**src/rtl/mdio_pkg.sv**
```systemverilog
// Shared types and constants for the Clause-22 MDIO PHY responder.
package mdio_pkg;

    typedef enum logic [2:0] {
        S_IDLE,
        S_ST,
        S_OP,
        S_PHYAD,
        S_REGAD,
        S_TA,
        S_RDATA,
        S_WDATA
    } mdio_state_t;

    localparam logic [1:0] OP_RD = 2'b10;
    localparam logic [1:0] OP_WR = 2'b01;

    localparam int PREAMBLE_LEN = 32;

    localparam logic [4:0] REG_CTRL = 5'd0;
    localparam logic [4:0] REG_STAT = 5'd1;
    localparam logic [4:0] REG_ID1  = 5'd2;
    localparam logic [4:0] REG_ID2  = 5'd3;

    // Status and ID registers are served from live inputs/constants, never the bank.
    function automatic logic is_read_only(input logic [4:0] addr);
        return (addr == REG_STAT) || (addr == REG_ID1) || (addr == REG_ID2);
    endfunction

endpackage

```
**src/rtl/mdio_edge_sync.sv**
```systemverilog
// Two-flop synchronizers for mdc and mdio_in plus the MDC rising-edge detector.
// mdc_rise and mdio_bit come from the same synchronizer depth, so they are cycle-aligned.
module mdio_edge_sync (
    input  logic clk,
    input  logic reset_n,
    input  logic mdc,
    input  logic mdio_in,
    output logic mdc_rise,
    output logic mdio_bit
);

    logic [1:0] pad_in;
    logic [1:0] pad_sync;
    logic       mdc_prev_reg;

    assign pad_in = {mdio_in, mdc};

    genvar gi;
    generate
        for (gi = 0; gi < 2; gi++) begin : g_sync
            logic [1:0] sync_reg;

            always_ff @(posedge clk or negedge reset_n) begin
                if (!reset_n) begin
                    sync_reg <= '0;
                end else begin
                    sync_reg <= {sync_reg[0], pad_in[gi]};
                end
            end

            assign pad_sync[gi] = sync_reg[1];
        end
    endgenerate

    always_ff @(posedge clk or negedge reset_n) begin
        if (!reset_n) begin
            mdc_prev_reg <= 1'b0;
        end else begin
            mdc_prev_reg <= pad_sync[0];
        end
    end

    assign mdc_rise = pad_sync[0] & ~mdc_prev_reg;
    assign mdio_bit = pad_sync[1];

endmodule

```
**src/rtl/mdio_phy_responder.sv**
```systemverilog
// Clause-22 MDIO PHY responder: decodes frames, serves a 32x16 register bank, drives read data.
// Optional MDIO_BCAST_EN: also accept PHY address 0 for write frames.
module mdio_phy_responder
    import mdio_pkg::*;
#(
    parameter logic [4:0]  PHY_ADDR     = 5'd1,
    parameter logic [31:0] PHY_ID       = 32'h0141_0CC2,
    parameter logic [15:0] CTRL_RST_VAL = 16'h1140
) (
    input  logic        clk,
    input  logic        reset_n,
    input  logic        mdc,
    input  logic        mdio_in,
    output logic        mdio_out,
    output logic        mdio_oen,
    input  logic [15:0] status_i,
    output logic [15:0] ctrl_o,
    output logic        wr_strobe,
    output logic [4:0]  wr_addr,
    output logic [15:0] wr_data
);

    localparam logic [5:0] PRE_MAX = 6'(PREAMBLE_LEN);

    logic mdc_rise;
    logic mdio_bit;

    mdio_edge_sync u_edge_sync (
        .clk      (clk),
        .reset_n  (reset_n),
        .mdc      (mdc),
        .mdio_in  (mdio_in),
        .mdc_rise (mdc_rise),
        .mdio_bit (mdio_bit)
    );

    mdio_state_t state_reg, state_next;
    logic [3:0]  cnt_reg, cnt_next;
    logic [5:0]  pre_cnt_reg, pre_cnt_next;
    logic [15:0] shift_reg, shift_next;
    logic [1:0]  op_reg, op_next;
    logic [4:0]  addr_reg, addr_next;
    logic        is_rd_reg, is_rd_next;
    logic        mdio_out_reg, mdio_out_next;
    logic        mdio_oen_reg, mdio_oen_next;
    logic        wr_strobe_reg, wr_strobe_next;
    logic [4:0]  wr_addr_reg, wr_addr_next;
    logic [15:0] wr_data_reg, wr_data_next;
    logic [15:0] ctrl_reg;
    logic [15:0] bank_reg [0:31];
    logic        ctrl_we;
    logic        bank_we;

    logic [1:0]  op_shift;
    logic [4:0]  addr_shift;
    logic [15:0] word_shift;
    logic [15:0] read_word;
    logic        phy_match;

    assign op_shift   = {op_reg[0], mdio_bit};
    assign addr_shift = {addr_reg[3:0], mdio_bit};
    assign word_shift = {shift_reg[14:0], mdio_bit};

`ifdef MDIO_BCAST_EN
    assign phy_match = (addr_shift == PHY_ADDR) || ((addr_shift == 5'd0) && !is_rd_reg);
`else
    assign phy_match = (addr_shift == PHY_ADDR);
`endif

    always_comb begin
        read_word = bank_reg[addr_shift];
        case (addr_shift)
            REG_CTRL: read_word = ctrl_reg;
            REG_STAT: read_word = status_i;
            REG_ID1:  read_word = PHY_ID[31:16];
            REG_ID2:  read_word = PHY_ID[15:0];
            default:  read_word = bank_reg[addr_shift];
        endcase
    end

    always_comb begin
        state_next     = state_reg;
        cnt_next       = cnt_reg;
        pre_cnt_next   = pre_cnt_reg;
        shift_next     = shift_reg;
        op_next        = op_reg;
        addr_next      = addr_reg;
        is_rd_next     = is_rd_reg;
        mdio_out_next  = mdio_out_reg;
        mdio_oen_next  = mdio_oen_reg;
        wr_strobe_next = 1'b0;
        wr_addr_next   = wr_addr_reg;
        wr_data_next   = wr_data_reg;
        ctrl_we        = 1'b0;
        bank_we        = 1'b0;

        if (mdc_rise) begin
            case (state_reg)
                S_IDLE: begin
                    if (mdio_bit) begin
                        if (pre_cnt_reg != PRE_MAX) pre_cnt_next = pre_cnt_reg + 6'd1;
                    end else begin
                        pre_cnt_next = '0;
                        if (pre_cnt_reg == PRE_MAX) state_next = S_ST;
                    end
                end
                S_ST: begin
                    cnt_next   = '0;
                    state_next = mdio_bit ? S_OP : S_IDLE;
                end
                S_OP: begin
                    op_next = op_shift;
                    if (cnt_reg == 4'd0) begin
                        cnt_next = 4'd1;
                    end else begin
                        cnt_next = '0;
                        if (op_shift == OP_RD) begin
                            is_rd_next = 1'b1;
                            state_next = S_PHYAD;
                        end else if (op_shift == OP_WR) begin
                            is_rd_next = 1'b0;
                            state_next = S_PHYAD;
                        end else begin
                            state_next = S_IDLE;
                        end
                    end
                end
                S_PHYAD: begin
                    addr_next = addr_shift;
                    if (cnt_reg == 4'd4) begin
                        cnt_next   = '0;
                        state_next = phy_match ? S_REGAD : S_IDLE;
                    end else begin
                        cnt_next = cnt_reg + 4'd1;
                    end
                end
                S_REGAD: begin
                    addr_next = addr_shift;
                    if (cnt_reg == 4'd4) begin
                        cnt_next   = '0;
                        state_next = S_TA;
                        // Snapshot the read word now so later status_i changes cannot tear the frame.
                        if (is_rd_reg) shift_next = read_word;
                    end else begin
                        cnt_next = cnt_reg + 4'd1;
                    end
                end
                S_TA: begin
                    if (cnt_reg == 4'd0) begin
                        cnt_next = 4'd1;
                        if (is_rd_reg) begin
                            mdio_oen_next = 1'b0;
                            mdio_out_next = 1'b0;
                        end
                    end else begin
                        cnt_next = '0;
                        if (is_rd_reg) begin
                            mdio_out_next = shift_reg[15];
                            shift_next    = {shift_reg[14:0], 1'b0};
                            state_next    = S_RDATA;
                        end else begin
                            state_next = S_WDATA;
                        end
                    end
                end
                S_RDATA: begin
                    if (cnt_reg == 4'd15) begin
                        cnt_next      = '0;
                        mdio_oen_next = 1'b1;
                        mdio_out_next = 1'b0;
                        state_next    = S_IDLE;
                    end else begin
                        cnt_next      = cnt_reg + 4'd1;
                        mdio_out_next = shift_reg[15];
                        shift_next    = {shift_reg[14:0], 1'b0};
                    end
                end
                S_WDATA: begin
                    shift_next = word_shift;
                    if (cnt_reg == 4'd15) begin
                        cnt_next       = '0;
                        wr_strobe_next = 1'b1;
                        wr_addr_next   = addr_reg;
                        wr_data_next   = word_shift;
                        ctrl_we        = (addr_reg == REG_CTRL);
                        bank_we        = (addr_reg != REG_CTRL) && !is_read_only(addr_reg);
                        state_next     = S_IDLE;
                    end else begin
                        cnt_next = cnt_reg + 4'd1;
                    end
                end
                default: state_next = S_IDLE;
            endcase
        end
    end

    always_ff @(posedge clk or negedge reset_n) begin
        if (!reset_n) begin
            state_reg     <= S_IDLE;
            cnt_reg       <= '0;
            pre_cnt_reg   <= '0;
            shift_reg     <= '0;
            op_reg        <= '0;
            addr_reg      <= '0;
            is_rd_reg     <= 1'b0;
            mdio_out_reg  <= 1'b0;
            mdio_oen_reg  <= 1'b1;
            wr_strobe_reg <= 1'b0;
            wr_addr_reg   <= '0;
            wr_data_reg   <= '0;
        end else begin
            state_reg     <= state_next;
            cnt_reg       <= cnt_next;
            pre_cnt_reg   <= pre_cnt_next;
            shift_reg     <= shift_next;
            op_reg        <= op_next;
            addr_reg      <= addr_next;
            is_rd_reg     <= is_rd_next;
            mdio_out_reg  <= mdio_out_next;
            mdio_oen_reg  <= mdio_oen_next;
            wr_strobe_reg <= wr_strobe_next;
            wr_addr_reg   <= wr_addr_next;
            wr_data_reg   <= wr_data_next;
        end
    end

    // Bit 15 (soft reset) self-clears by reloading the whole register on the next clk.
    always_ff @(posedge clk or negedge reset_n) begin
        if (!reset_n) begin
            ctrl_reg <= CTRL_RST_VAL;
        end else if (ctrl_we) begin
            ctrl_reg <= word_shift;
        end else if (ctrl_reg[15]) begin
            ctrl_reg <= CTRL_RST_VAL;
        end
    end

    // Flop-based bank: every entry needs a defined reset value.
    always_ff @(posedge clk or negedge reset_n) begin
        if (!reset_n) begin
            for (int i = 0; i < 32; i++) bank_reg[i] <= '0;
        end else if (bank_we) begin
            bank_reg[addr_reg] <= word_shift;
        end
    end

    assign mdio_out  = mdio_out_reg;
    assign mdio_oen  = mdio_oen_reg;
    assign wr_strobe = wr_strobe_reg;
    assign wr_addr   = wr_addr_reg;
    assign wr_data   = wr_data_reg;
    assign ctrl_o    = ctrl_reg;

endmodule

```
**config.mk**
```make
export PLATFORM = sky130hd
export DESIGN_NAME = mdio_phy_responder
export DESIGN_NICKNAME = d
export VERILOG_FILES = /design/src/rtl/mdio_pkg.sv /design/src/rtl/mdio_edge_sync.sv /design/src/rtl/mdio_phy_responder.sv
export SDC_FILE = /design/constraint.sdc
export NUM_CORES = 1
export LEC_CHECK = 0
export ABC_CLOCK_PERIOD_IN_PS = 2200
export BUFFER_PORTS_ARGS = -buffer_cell sky130_fd_sc_hd__buf_2
export CAP_MARGIN = 30
export CORE_MARGIN = 2
export CORE_UTILIZATION = 39
export DETAILED_ROUTE_END_ITERATION = 7
export SLEW_MARGIN = 25
export SYNTH_ARGS = -nofsm -noshare
export SYNTH_HDL_FRONTEND = slang
export SYNTH_HIERARCHICAL = 1
export SYNTH_SLANG_ARGS = --single-unit
```
**constraint.sdc**
```tcl
create_clock -name clk -period 2.2 [get_ports clk]
set_input_delay 0.44 -clock clk [delete_from_list [all_inputs] [get_ports clk]]
set_output_delay 0.44 -clock clk [all_outputs]
set_load 0.02 [all_outputs]
```
==> impl_metrics.csv <==
group,metric,value,unit
status,run_status,"complete, but fails checks",
worst_setup_path,cp_data_arrival_time,2.79,ns
timing,setup_ws,-0.0389,ns
worst_setup_path,crit_path_end_kind,"flop",
placement,globalplace.congestion,0.844,
power_and_ir_drop,ir_worst_vdd,533,µV
global_routing,grt_pass1_vias,16500,
finish,area.growth.synth_to_final,24.8,%
power_and_ir_drop,intPower,0.0156,W
global_routing,grt_use_total,20.9,%
clock_network,cts_buffers,57,
finish,fin_util,49.3,%
clock_network,root_buffer,"clkbuf_16",
logic_synthesis,synthDistinctLibCells,75,
routing,vias_per_cell,5.52,
global_routing,grt-ovfl-total,0,
routing,drc_errors,0,
clock_network,cts_tree,"built",
worst_hold_path,holdCritPathClass,"in2reg",
logic_synthesis,yosys_warnings,6,
timing,slew_headroom,32.9,%
placement,place_ws,-0.406,ns
timing,finalSetupTns,-0.447,ns
placement,hpwl,46600,µm
clock_network,htreeDepth,2,
worst_setup_path,crit_fanout,10,
worst_setup_path,path_class,"reg2reg",
timing,tightest_slew,1.01,ns
routing,drt_iter0_drc,1183,
power_and_ir_drop,power.density,642,mW/mm²
job,drv_cap,0,
clock_network,clk_pin_slew_worst_paths,0.06,ns
timing,period_share,102,%
finish,ff_latch_area,0.0133,mm²
floorplan,io_pins,60,
routing,vias,15600,
routing,first_pass_iters,5,
worst_setup_path,crit_required,2.76,ns
logic_synthesis,yosysTopAreaCell,"dfrtp_1",
logic_synthesis,synth_seq_cells,529,
timing,final_hold_viol_count,0,
timing,rsz0062_at_grt,"yes",
power_and_ir_drop,p_leak,14.6,nW
global_routing,grt_max_degree,72,
logic_synthesis,async_flop_share,100,%
clock_network,cts_buffer_depth,3,
floorplan,die_h,257,µm
power_and_ir_drop,clkPwrFrac,47.9,%
finish,largest_reg_flops,448,
clock_network,cts.sinks,529,
routing,wl_per_cell,25.1,µm
timing,max_freq,447,MHz
global_routing,antenna_found_initial,2,
finish,fill_cells,5445,
finish,drive_gt1_share,54.9,%
status,violations,"negative setup slack",
global_routing,grt_pass1_wl,105000,µm
power_and_ir_drop,p_switching,0.00439,W
logic_synthesis,synth.net_count,1743,
finish,multi_input_area,0.0116,mm²
logic_synthesis,synth_top_area_share,52.7,%
floorplan,start_util,39.5,%
timing,post-route-min-period,2.24,ns
floorplan,die_area,0.0659,mm²
power_and_ir_drop,power.share.switching,22.0,%
timing,setup_viol,28,
floorplan,die_w,257,µm
logic_synthesis,synth_area_per_cell,14.5,µm²
power_and_ir_drop,combPwrFrac,3.2,%
logic_synthesis,yosysSeqAreaShare,53.2,%
floorplan,core_area,0.0631,mm²
finish,fin_area,0.0311,mm²
logic_synthesis,synth_edf_count,0,
clock_network,insertion_delay,0.63,ns
worst_setup_path,cp-start-kind,"flop",
finish,fin_nets,1953,
logic_synthesis,ys.flop_type,"dfrtp_1",
placement,place_inst,2681,
logic_synthesis,yosys-top-cells-area,"dfrtp_1 (53%), mux2_2 (21%), mux4_2 (8.8%)",
routing,ant_nets,0,
placement,place_area,0.0278,mm²
timing,slew_violations,0,
routing,route.final.wire_length,70900,µm
logic_synthesis,synthesis.area,0.0249,mm²
logic_synthesis,synthCells,1718,
placement,io_buffers,59,
timing,clock-skew-final,0.0258,ns
finish,final-instance-count-excl-fill,2820,
power_and_ir_drop,p_seq_share,48.9,%
floorplan,rows,92,
-- layer usage --
| metal | vias to the layer above | track usage (%) | wire (µm) |
|---|---|---|---|
| met5 | - | 0 | 0 |
| met1 | 8315 | 28.8 | 31400 |
| met2 | 410 | 34.1 | 34100 |
| met3 | 98 | 3.96 | 3670 |
| li1 | 6754 | - | - |
| met4 | 0 | 5.52 | 1730 |
-- final cells by class --
class	instances	share of cell area, %
Clock inverter	17	0.523
Multi-Input combinational cell	1027	37.4
Tap cell	846	3.41
Inverter	12	0.145
Antenna cell	1	0.00805
Timing Repair Buffer	301	10.4
Clock buffer	87	5.50
Sequential cell	529	42.7
-- power groups by stage --
stage	registers [W]	logic [W]	clock network, W
detailed placement	0.00994	0.000593	0
global route	0.00976	0.000698	0.0102
finish	0.00976	0.000630	0.00956
floorplan	0.00993	0.000201	0
global placement	0.00993	0.000583	0
CTS	0.00976	0.000628	0.00974
-- stage by stage --
step	hold slack, ns	power, W
final	0.253	0.0200
after floorplan	0.144	0.0101
after CTS	0.229	0.0201
after global placement	0.333	0.0105
after global routing	0.259	0.0207
after detailed placement	0.333	0.0105
-- layout by cell type, fill, tap and decap left out, types with 7 or more instances in the layout --
cell / instances
a22oi_2: 8
mux2i_1: 38
nand3_1: 12
clkbuf_16: 69
nor3_1: 11
buf_6: 12
nand2b_1: 16
a22oi_1: 14
clkinv_2: 10
buf_4: 149
o21ai_0: 29
clkbuf_8: 17
dfrtp_1: 518
nand2_1: 53
buf_12: 61
inv_1: 11
buf_2: 58
nor2_4: 22
nor2_8: 7
o31ai_1: 10
mux4_2: 97
nor2b_1: 9
o21ai_1: 7
mux2_2: 323
nand2_2: 18
nand4_1: 8
nor2_1: 26
a21oi_1: 28
and3_1: 7
a31oi_1: 12
mux2_4: 160
clkbuf_1: 13
-- kinds of logic (layout without fill, tap and decap cells) --
logic type                 Yosys count  after routing  synth area share (%)
muxes                              622            622                  32.6
xor gates and xnor gates             4              4                 0.141
adders and majority gates            5              5                 0.251
other                                0              1                     0
DFF                                529            529                  53.2
buffers and inverters              162            417                  3.57
AOI/OAI and AO/OA                  171            171                  4.68
and+or+nand+nor                    225            225                  5.61
-- worst paths after layout --
| path | cells past startpoint | endpoint | slack [ns] | startpoint |
|---|---|---|---|---|
| max | 9 | ctrl_o[11]$_DFFE_PN0P_ | -0.04 | u_edge_sync/mdc_prev_reg$_DFF_PN0_ |
| min | 4 | shift_reg[2]$_DFFE_PN0P_ | 0.25 | status_i[2] |
| max reg2reg | 9 | ctrl_o[11]$_DFFE_PN0P_ | -0.04 | u_edge_sync/mdc_prev_reg$_DFF_PN0_ |
| min reg2reg | 0 | u_edge_sync/g_sync[0].sync_reg[1]$_DFF_PN0_ | 0.35 | u_edge_sync/g_sync[0].sync_reg[0]$_DFF_PN0_ |
| max in group asynchronous | 4 | shift_reg[7]$_DFFE_PN0P_ | 1.09 | reset_n |
| min in group asynchronous | 2 | bank_reg[430]$_DFFE_PN0P_ | 0.28 | reset_n |
-- synthesized netlist by cell type, types with 15 or more instances --
master and instances:
mux2i_1 41, nor2_4 21, buf_4 28, a21oi_1 31, a31oi_1 15, clkbuf_1 74, buf_2 24, nand2b_1 17
mux2_4 20, mux4_2 97, dfrtp_1 525, a22oi_1 22, nand2_1 70, o21ai_0 39, nor2_1 26, mux2_2 463
-- timing repair --
item / 4_1_cts / 5_1_grt
setup buffers: 7 / 12
pin swaps: 4 / 17
hold buffers: 3 / 0
hold endpoints to repair: 75 / 0
resized for setup: 30 / 208
endpoints found under the setup margin: 312 / 408
cloned: 1 / 12
-- critical path, stage by stage, from the launching register on --
cell and delay (ns):
dfrtp_1 0.40, nor2b_4 0.14, nand4_1 0.14, or4_4 0.53, buf_12 0.19, nor4_4 0.25
buf_6 0.19, clkbuf_16 0.17, nand2_2 0.05, o21ai_1 0.10
No activity file was read; power rests on OpenSTA's default activity.
